`src/rtl/threshold_pkg.sv`:
```
// Shared encodings and defaults for the threshold pipeline and its per-mask compare slice.
package threshold_pkg;

  localparam int unsigned DEF_WIDTH     = 8;
  localparam int unsigned DEF_NUM_MASKS = 3;
  localparam int unsigned DEF_CNT_W     = 20;

  typedef enum logic [2:0] {
    SEL_G      = 3'd0,
    SEL_R      = 3'd1,
    SEL_B      = 3'd2,
    SEL_ZERO_A = 3'd3,
    SEL_Y      = 3'd4,
    SEL_CR     = 3'd5,
    SEL_CB     = 3'd6,
    SEL_ZERO_B = 3'd7
  } chan_sel_e;

  typedef enum logic [1:0] {
    FLD_LOWER  = 2'd0,
    FLD_UPPER  = 2'd1,
    FLD_SOURCE = 2'd2,
    FLD_RSVD   = 2'd3
  } cfg_field_e;

  // A zero source can never sit strictly between bounds, so this disables a mask.
  localparam chan_sel_e SRC_RESET = SEL_ZERO_A;

endpackage

```
`src/rtl/threshold_cmp.sv`:
```
// One mask: strict window compare registered as stage 2, plus the saturating per-frame counter.
module threshold_cmp
  import threshold_pkg::*;
#(
  parameter int unsigned WIDTH = DEF_WIDTH,
  parameter int unsigned CNT_W = DEF_CNT_W
) (
  input  logic             clk_in,
  input  logic             rst_in,
  input  logic             valid_in,
  input  logic [WIDTH-1:0] lower_in,
  input  logic [WIDTH-1:0] upper_in,
  input  logic [WIDTH-1:0] source_in,
  input  logic             pix_valid_in,
  input  logic             pix_fs_in,
  output logic             mask_out,
  output logic [CNT_W-1:0] count_out
);

  logic [CNT_W-1:0] acc;

  always_ff @(posedge clk_in) begin
    if (rst_in) begin
      mask_out  <= 1'b0;
      acc       <= '0;
      count_out <= '0;
    end else begin
      mask_out <= valid_in && (lower_in < source_in) && (source_in < upper_in);
      if (pix_valid_in) begin
        // Frame-start pixel closes the old frame and seeds the new one with its own bit.
        if (pix_fs_in) begin
          count_out <= acc;
          acc       <= CNT_W'(mask_out);
        end else if (mask_out && (acc != '1)) begin
          acc <= acc + 1'b1;
        end
      end
    end
  end

endmodule

```
`src/rtl/threshold_pipe.sv`:
```
// Two-stage colour threshold pipeline with frame-aligned shadow configuration and per-mask counts.
module threshold_pipe
  import threshold_pkg::*;
#(
  parameter int unsigned WIDTH     = DEF_WIDTH,
  parameter int unsigned NUM_MASKS = DEF_NUM_MASKS,
  parameter int unsigned CNT_W     = DEF_CNT_W
) (
  input  logic                          clk_in,
  input  logic                          rst_in,
  input  logic                          valid_in,
  input  logic                          frame_start_in,
  input  logic [WIDTH-1:0]              r_in,
  input  logic [WIDTH-1:0]              g_in,
  input  logic [WIDTH-1:0]              b_in,
  input  logic [WIDTH-1:0]              y_in,
  input  logic [WIDTH-1:0]              cr_in,
  input  logic [WIDTH-1:0]              cb_in,
  input  logic [2:0]                    sel_in,
  input  logic                          cfg_we_in,
  input  logic [$clog2(NUM_MASKS)+1:0]  cfg_addr_in,
  input  logic [WIDTH-1:0]              cfg_data_in,
  output logic                          valid_out,
  output logic [WIDTH-1:0]              channel_out,
  output logic [NUM_MASKS-1:0]          mask_out,
  output logic                          mask_and_out,
  output logic [NUM_MASKS*CNT_W-1:0]    count_out,
  output logic                          count_valid_out
);

  localparam int unsigned AW = $clog2(NUM_MASKS) + 2;

  function automatic logic [WIDTH-1:0] chan_mux(
    input logic [2:0]       sel,
    input logic [WIDTH-1:0] r, g, b, y, cr, cb
  );
    case (chan_sel_e'(sel))
      SEL_G:   return g;
      SEL_R:   return r;
      SEL_B:   return b;
      SEL_Y:   return y;
      SEL_CR:  return cr;
      SEL_CB:  return cb;
      default: return '0;
    endcase
  endfunction

  logic [WIDTH-1:0] sh_lo  [NUM_MASKS];
  logic [WIDTH-1:0] sh_hi  [NUM_MASKS];
  logic [2:0]       sh_src [NUM_MASKS];
  logic [WIDTH-1:0] act_lo [NUM_MASKS];
  logic [WIDTH-1:0] act_hi [NUM_MASKS];
  logic [2:0]       act_src[NUM_MASKS];
  logic [WIDTH-1:0] s1_src [NUM_MASKS];

  logic             s1_valid, s1_fs, s2_fs;
  logic [WIDTH-1:0] s1_chan;
  logic [AW-1:0]    cfg_idx;
  cfg_field_e       cfg_fld;
  logic             load_act;

  assign cfg_idx      = cfg_addr_in >> 2;
  assign cfg_fld      = cfg_field_e'(cfg_addr_in[1:0]);
  assign load_act     = valid_in && frame_start_in;
  assign mask_and_out = &mask_out;

  always_ff @(posedge clk_in) begin
    if (rst_in) begin
      for (int unsigned k = 0; k < NUM_MASKS; k++) begin
        sh_lo[k]  <= '0;
        sh_hi[k]  <= '0;
        sh_src[k] <= SRC_RESET;
      end
    end else if (cfg_we_in) begin
      for (int unsigned k = 0; k < NUM_MASKS; k++) begin
        if (32'(cfg_idx) == k) begin
          case (cfg_fld)
            FLD_LOWER:  sh_lo[k]  <= cfg_data_in;
            FLD_UPPER:  sh_hi[k]  <= cfg_data_in;
            FLD_SOURCE: sh_src[k] <= cfg_data_in[2:0];
            default:    ;
          endcase
        end
      end
    end
  end

  // Active set loads as the frame-start pixel enters stage 1, so it is already in place while
  // that pixel is compared; a write in the same cycle only reaches shadow and waits a frame.
  always_ff @(posedge clk_in) begin
    if (rst_in) begin
      for (int unsigned k = 0; k < NUM_MASKS; k++) begin
        act_lo[k]  <= '0;
        act_hi[k]  <= '0;
        act_src[k] <= SRC_RESET;
      end
    end else if (load_act) begin
      for (int unsigned k = 0; k < NUM_MASKS; k++) begin
        act_lo[k]  <= sh_lo[k];
        act_hi[k]  <= sh_hi[k];
        act_src[k] <= sh_src[k];
      end
    end
  end

  always_ff @(posedge clk_in) begin
    if (rst_in) begin
      s1_valid <= 1'b0;
      s1_fs    <= 1'b0;
      s1_chan  <= '0;
      for (int unsigned k = 0; k < NUM_MASKS; k++) s1_src[k] <= '0;
    end else begin
      s1_valid <= valid_in;
      s1_fs    <= load_act;
      s1_chan  <= chan_mux(sel_in, r_in, g_in, b_in, y_in, cr_in, cb_in);
      for (int unsigned k = 0; k < NUM_MASKS; k++) begin
        s1_src[k] <= chan_mux(load_act ? sh_src[k] : act_src[k],
                              r_in, g_in, b_in, y_in, cr_in, cb_in);
      end
    end
  end

  always_ff @(posedge clk_in) begin
    if (rst_in) begin
      valid_out       <= 1'b0;
      s2_fs           <= 1'b0;
      channel_out     <= '0;
      count_valid_out <= 1'b0;
    end else begin
      valid_out       <= s1_valid;
      s2_fs           <= s1_valid && s1_fs;
      channel_out     <= s1_valid ? s1_chan : '0;
      count_valid_out <= valid_out && s2_fs;
    end
  end

  for (genvar k = 0; k < NUM_MASKS; k++) begin : g_mask
    threshold_cmp #(
      .WIDTH(WIDTH),
      .CNT_W(CNT_W)
    ) u_cmp (
      .clk_in      (clk_in),
      .rst_in      (rst_in),
      .valid_in    (s1_valid),
      .lower_in    (act_lo[k]),
      .upper_in    (act_hi[k]),
      .source_in   (s1_src[k]),
      .pix_valid_in(valid_out),
      .pix_fs_in   (s2_fs),
      .mask_out    (mask_out[k]),
      .count_out   (count_out[k*CNT_W +: CNT_W])
    );
  end

endmodule

```
`config.mk`:
```
export PLATFORM = sky130hd
export DESIGN_NAME = threshold_pipe
export DESIGN_NICKNAME = d
export VERILOG_FILES = /design/src/rtl/threshold_pkg.sv /design/src/rtl/threshold_cmp.sv /design/src/rtl/threshold_pipe.sv
export SDC_FILE = /design/constraint.sdc
export NUM_CORES = 1
export LEC_CHECK = 0
export BUFFER_PORTS_ARGS = -buffer_cell sky130_fd_sc_hd__buf_2
export CORE_MARGIN = 1
export CORE_UTILIZATION = 25
export DETAILED_ROUTE_END_ITERATION = 10
export GPL_ROUTABILITY_DRIVEN = 0
export GPL_TIMING_DRIVEN = 0
export SLEW_MARGIN = 20
export SYNTH_ARGS = -nofsm -noshare
export SYNTH_HDL_FRONTEND = slang
export SYNTH_HIERARCHICAL = 1
export SYNTH_SLANG_ARGS = --single-unit
```
`constraint.sdc`:
```
create_clock -name clk_in -period 7.45 [get_ports clk_in]
set_input_delay 2.235 -clock clk_in [delete_from_list [all_inputs] [get_ports clk_in]]
set_output_delay 2.235 -clock clk_in [all_outputs]
set_load 0.05 [all_outputs]
```
==> results.py <==
metrics = {
    "run_status": {
        "status": "finished, final reports clean",
    },
    "critical_path": {
        "crit_path_start_kind": "primary input",
        "rr_startpoint": "valid_out",
        "crit_path_end_kind": "flop",
        "reg2reg_slack_ns": 4.60,
        "cp-startpoint": "rst_in",
        "cp.required_ns": 7.62,
        "criticalPathCategory": "in2reg",
        "cp.arrival_ns": 4.61,
        "crit_fanout": 10,
    },
    "detailed_routing": {
        "initialDrtViolationCount": 967,
        "ant_nets": 0,
        "drt-pass1-iter-count": 5,
        "routed_via_density": 5.05,
        "post_drt_wl_per_cell_um": 16.7,
        "drc": 0,
        "vias": 11600,
        "wirelength_mm": 38.6,
    },
    "clock_tree": {
        "cts_hold_buffers": 0,
        "clock_sinks": 282,
        "clk-insertion-delay-late_ns": 0.53,
        "cts.clk_slew.worst_paths_ns": 0.06,
        "cts_tree": "built",
        "clockBufferDepth": 3,
        "post_cts_buffers": 0,
        "ctsHtreeMaxLevel": 2,
        "cts_buffers": 36,
        "cts_repair_resize_count": 0,
        "cts_root_buf": "clkbuf_16",
    },
    "sta": {
        "slew_violations": 0,
        "rsz0062_at_grt": "no",
        "finalSetupViolations": 0,
        "hold_viol_final": 0,
        "timing.final.crit_period_ns": 4.44,
        "whs_ns": 0.424,
        "layout_setup_ws_ns": 3.01,
        "period_share_pct": 59.5,
        "fin_skew_ns": 0.0227,
        "slew_headroom_pct": 32.7,
        "fmax_ghz": 0.225,
        "setup-tns-final_ns": 0,
        "worst_pin_slew_ns": 1.01,
    },
    "die": {
        "die_y_um": 237,
        "row_count": 85,
        "start_util_pct": 25.5,
        "dieWidth_um": 237,
        "core_sq_um": 54200,
        "ios": 142,
        "dieArea_sq_um": 56200,
    },
    "layout": {
        "fillers": 5601,
        "nets": 1692,
        "drive_gt1_share_pct": 19.4,
        "diodes": 0,
        "area_delta_synth_final_pct": 20.1,
    },
    "pwr": {
        "power.density_nw_per_um2": 223,
        "p_leak_nw": 6.20,
        "power_mw": 3.69,
        "vdd_drop_max_mv": 0.128,
    },
    "logic_synthesis": {
        "synth_nets": 1513,
        "synth_edf_count": 114,
        "yosysTopAreaCell": "edfxtp_1",
        "ys.flop_type": "dfxtp_1",
        "synthTopCellsByArea": "edfxtp_1, dfxtp_1, nand2_1",
        "netlist_instances": 1400,
        "syn_avg_cell_area_sq_um": 9.86,
        "ys_types": 84,
        "seq_area_frac_synth_pct": 49.2,
        "syn_area_sq_um": 13800,
        "async_flop_share_pct": 0,
        "synth_top_cell_area_share_pct": 24.8,
        "yosysWarnings": 6,
        "synth.ff_latch_count": 282,
    },
    "global_routing": {
        "grt_overflow": 0,
        "grt.busiest_layer": "met2",
        "grt_pass1_vias": 11300,
        "antenna_found_initial": 0,
        "grt_pass1_wl_mm": 60.4,
        "grtUsageTotal_pct": 13.5,
        "use_met2_pct": 22.2,
        "grt_max_degree": 53,
        "met1_usage_pct": 16.9,
        "gr-usage-met3_pct": 3.32,
    },
    "run": {
        "drv_cap": 0,
    },
    "worst_hold_path": {
        "hp-class": "reg2reg",
        "worstHoldStart": "s1_fs",
    },
    "placed_design": {
        "place_ws_ns": 2.38,
        "port_buffers": 140,
        "hpwl_mm": 28.6,
    },
}
## cell usage after synthesis (5+ instances only)
master	n
a31o_2	8
clkbuf_1	48
a31oi_1	28
mux2_2	39
nor3_1	17
nand3_1	38
buf_2	8
dfxtp_1	168
a211oi_1	7
a221oi_1	8
nand3b_1	5
ha_1	45
o211ai_1	6
and2_1	81
or2_2	9
or3_1	10
a22o_1	15
nand4_1	21
mux2i_1	17
inv_1	51
a21oi_1	121
a22oi_1	15
o31ai_1	8
a41oi_1	15
a222oi_1	12
edfxtp_1	114
buf_6	6
a221o_1	5
nor2b_1	13
nor2_1	91
o21ai_0	37
nand2_1	168
a21o_1	25
nor4_1	10
and3_1	15
nand4b_1	7
nand2b_1	16
## through the flow
| step | util (%) | instance area [sq um] | instances |
|---|---|---|---|
| 2_1_floorplan | - | 13800 | 1400 |
| 3_3_place_gp | 28.4 | 15400 | 2236 |
| 3_5_place_dp | 28.4 | 15400 | 2237 |
| 4_1_cts | 30.6 | 16600 | 2302 |
| 5_1_grt | 30.6 | 16600 | 2302 |
| 6_report | 30.6 | 16600 | 2302 |
## routing by layer
metal / vias up / routed length [um]
li1: 5548 / -
met3: 98 / 2640
met4: 0 / 1170
met1: 5569 / 16700
met2: 415 / 18000
met5: - / 0
## where the power goes
part	total (mW)	internal (mW)	leakage, nW	switching (mW)
Clock	1.69	1.00	0.580	0.682
Sequential	1.69	1.66	2.51	0.0272
Combinational	0.318	0.126	3.11	0.192
## sequential cells by signal, summed over array words and instances (netlist names), 9 cells and up
signal	count
act_src	9
sh_src	9
g_mask.u_cmp/count_out	60
act_lo	24
sh_lo	24
s1_src	24
act_hi	24
g_mask.u_cmp/acc	60
sh_hi	24
## worst max-delay path, cell delays in order
cell and delay (ns):
buf_2 0.18, clkbuf_1 0.57, clkbuf_1 0.54, clkbuf_1 0.67
a21o_1 0.39
## placed cells by master (no fill, tap or decap), drive strengths merged, types with 7 or more instances in the layout
| cell type | count |
|---|---|
| nand4 | 22 |
| a31oi | 30 |
| a22o | 15 |
| buf | 156 |
| edfxtp | 114 |
| nand2 | 169 |
| nor2 | 95 |
| nor4 | 13 |
| or3 | 12 |
| nand4b | 7 |
| a21oi | 123 |
| nand3 | 42 |
| o21ai | 40 |
| a41oi | 15 |
| and2 | 82 |
| nor2b | 13 |
| a21o | 25 |
| ha | 45 |
| dfxtp | 168 |
| a22oi | 15 |
| a31o | 8 |
| nand2b | 18 |
| or2 | 10 |
| o31ai | 8 |
| a211oi | 7 |
| inv | 54 |
| clkbuf | 91 |
| mux2 | 43 |
| a221oi | 8 |
| and3 | 15 |
| clkinv | 17 |
| a222oi | 12 |
| mux2i | 19 |
| nor3 | 17 |
## cell families (layout without fill, tap and decap cells)
| family | count (synthesis) | after routing | synth area share, % |
|---|---|---|---|
| flip-flops | 282 | 282 | 49.2 |
| buffers and inverters | 117 | 323 | 3.66 |
| AO/OA/AOI/OAI | 359 | 359 | 17.7 |
| adder cells (fa/ha/maj) | 45 | 45 | 4.08 |
| multiplexers | 63 | 63 | 5.19 |
| AND/OR/NAND/NOR | 534 | 534 | 20.2 |
## cell type report
class                      instances  area [sq um]  share of cell area [%]
tap                              696           871                    5.25
sequential                       282          6790                    40.9
clock inverter                    24           208                    1.25
clock buffer                      41           960                    5.79
buffer                            65           310                    1.87
multi-input combinational       1001          6520                    39.3
inverter                          52           195                    1.18
timing repair buffer             141           728                    4.39
## path summary, 6_finish.rpt
path | end | depth (start not counted)
worst max-delay path | sh_hi[0][2] | 5
worst min-delay path | s2_fs | 1
worst max register to register | g_mask[1].u_cmp/acc[10] | 5
worst min register to register | s2_fs | 1
No activity file was read; power rests on OpenSTA's default activity.
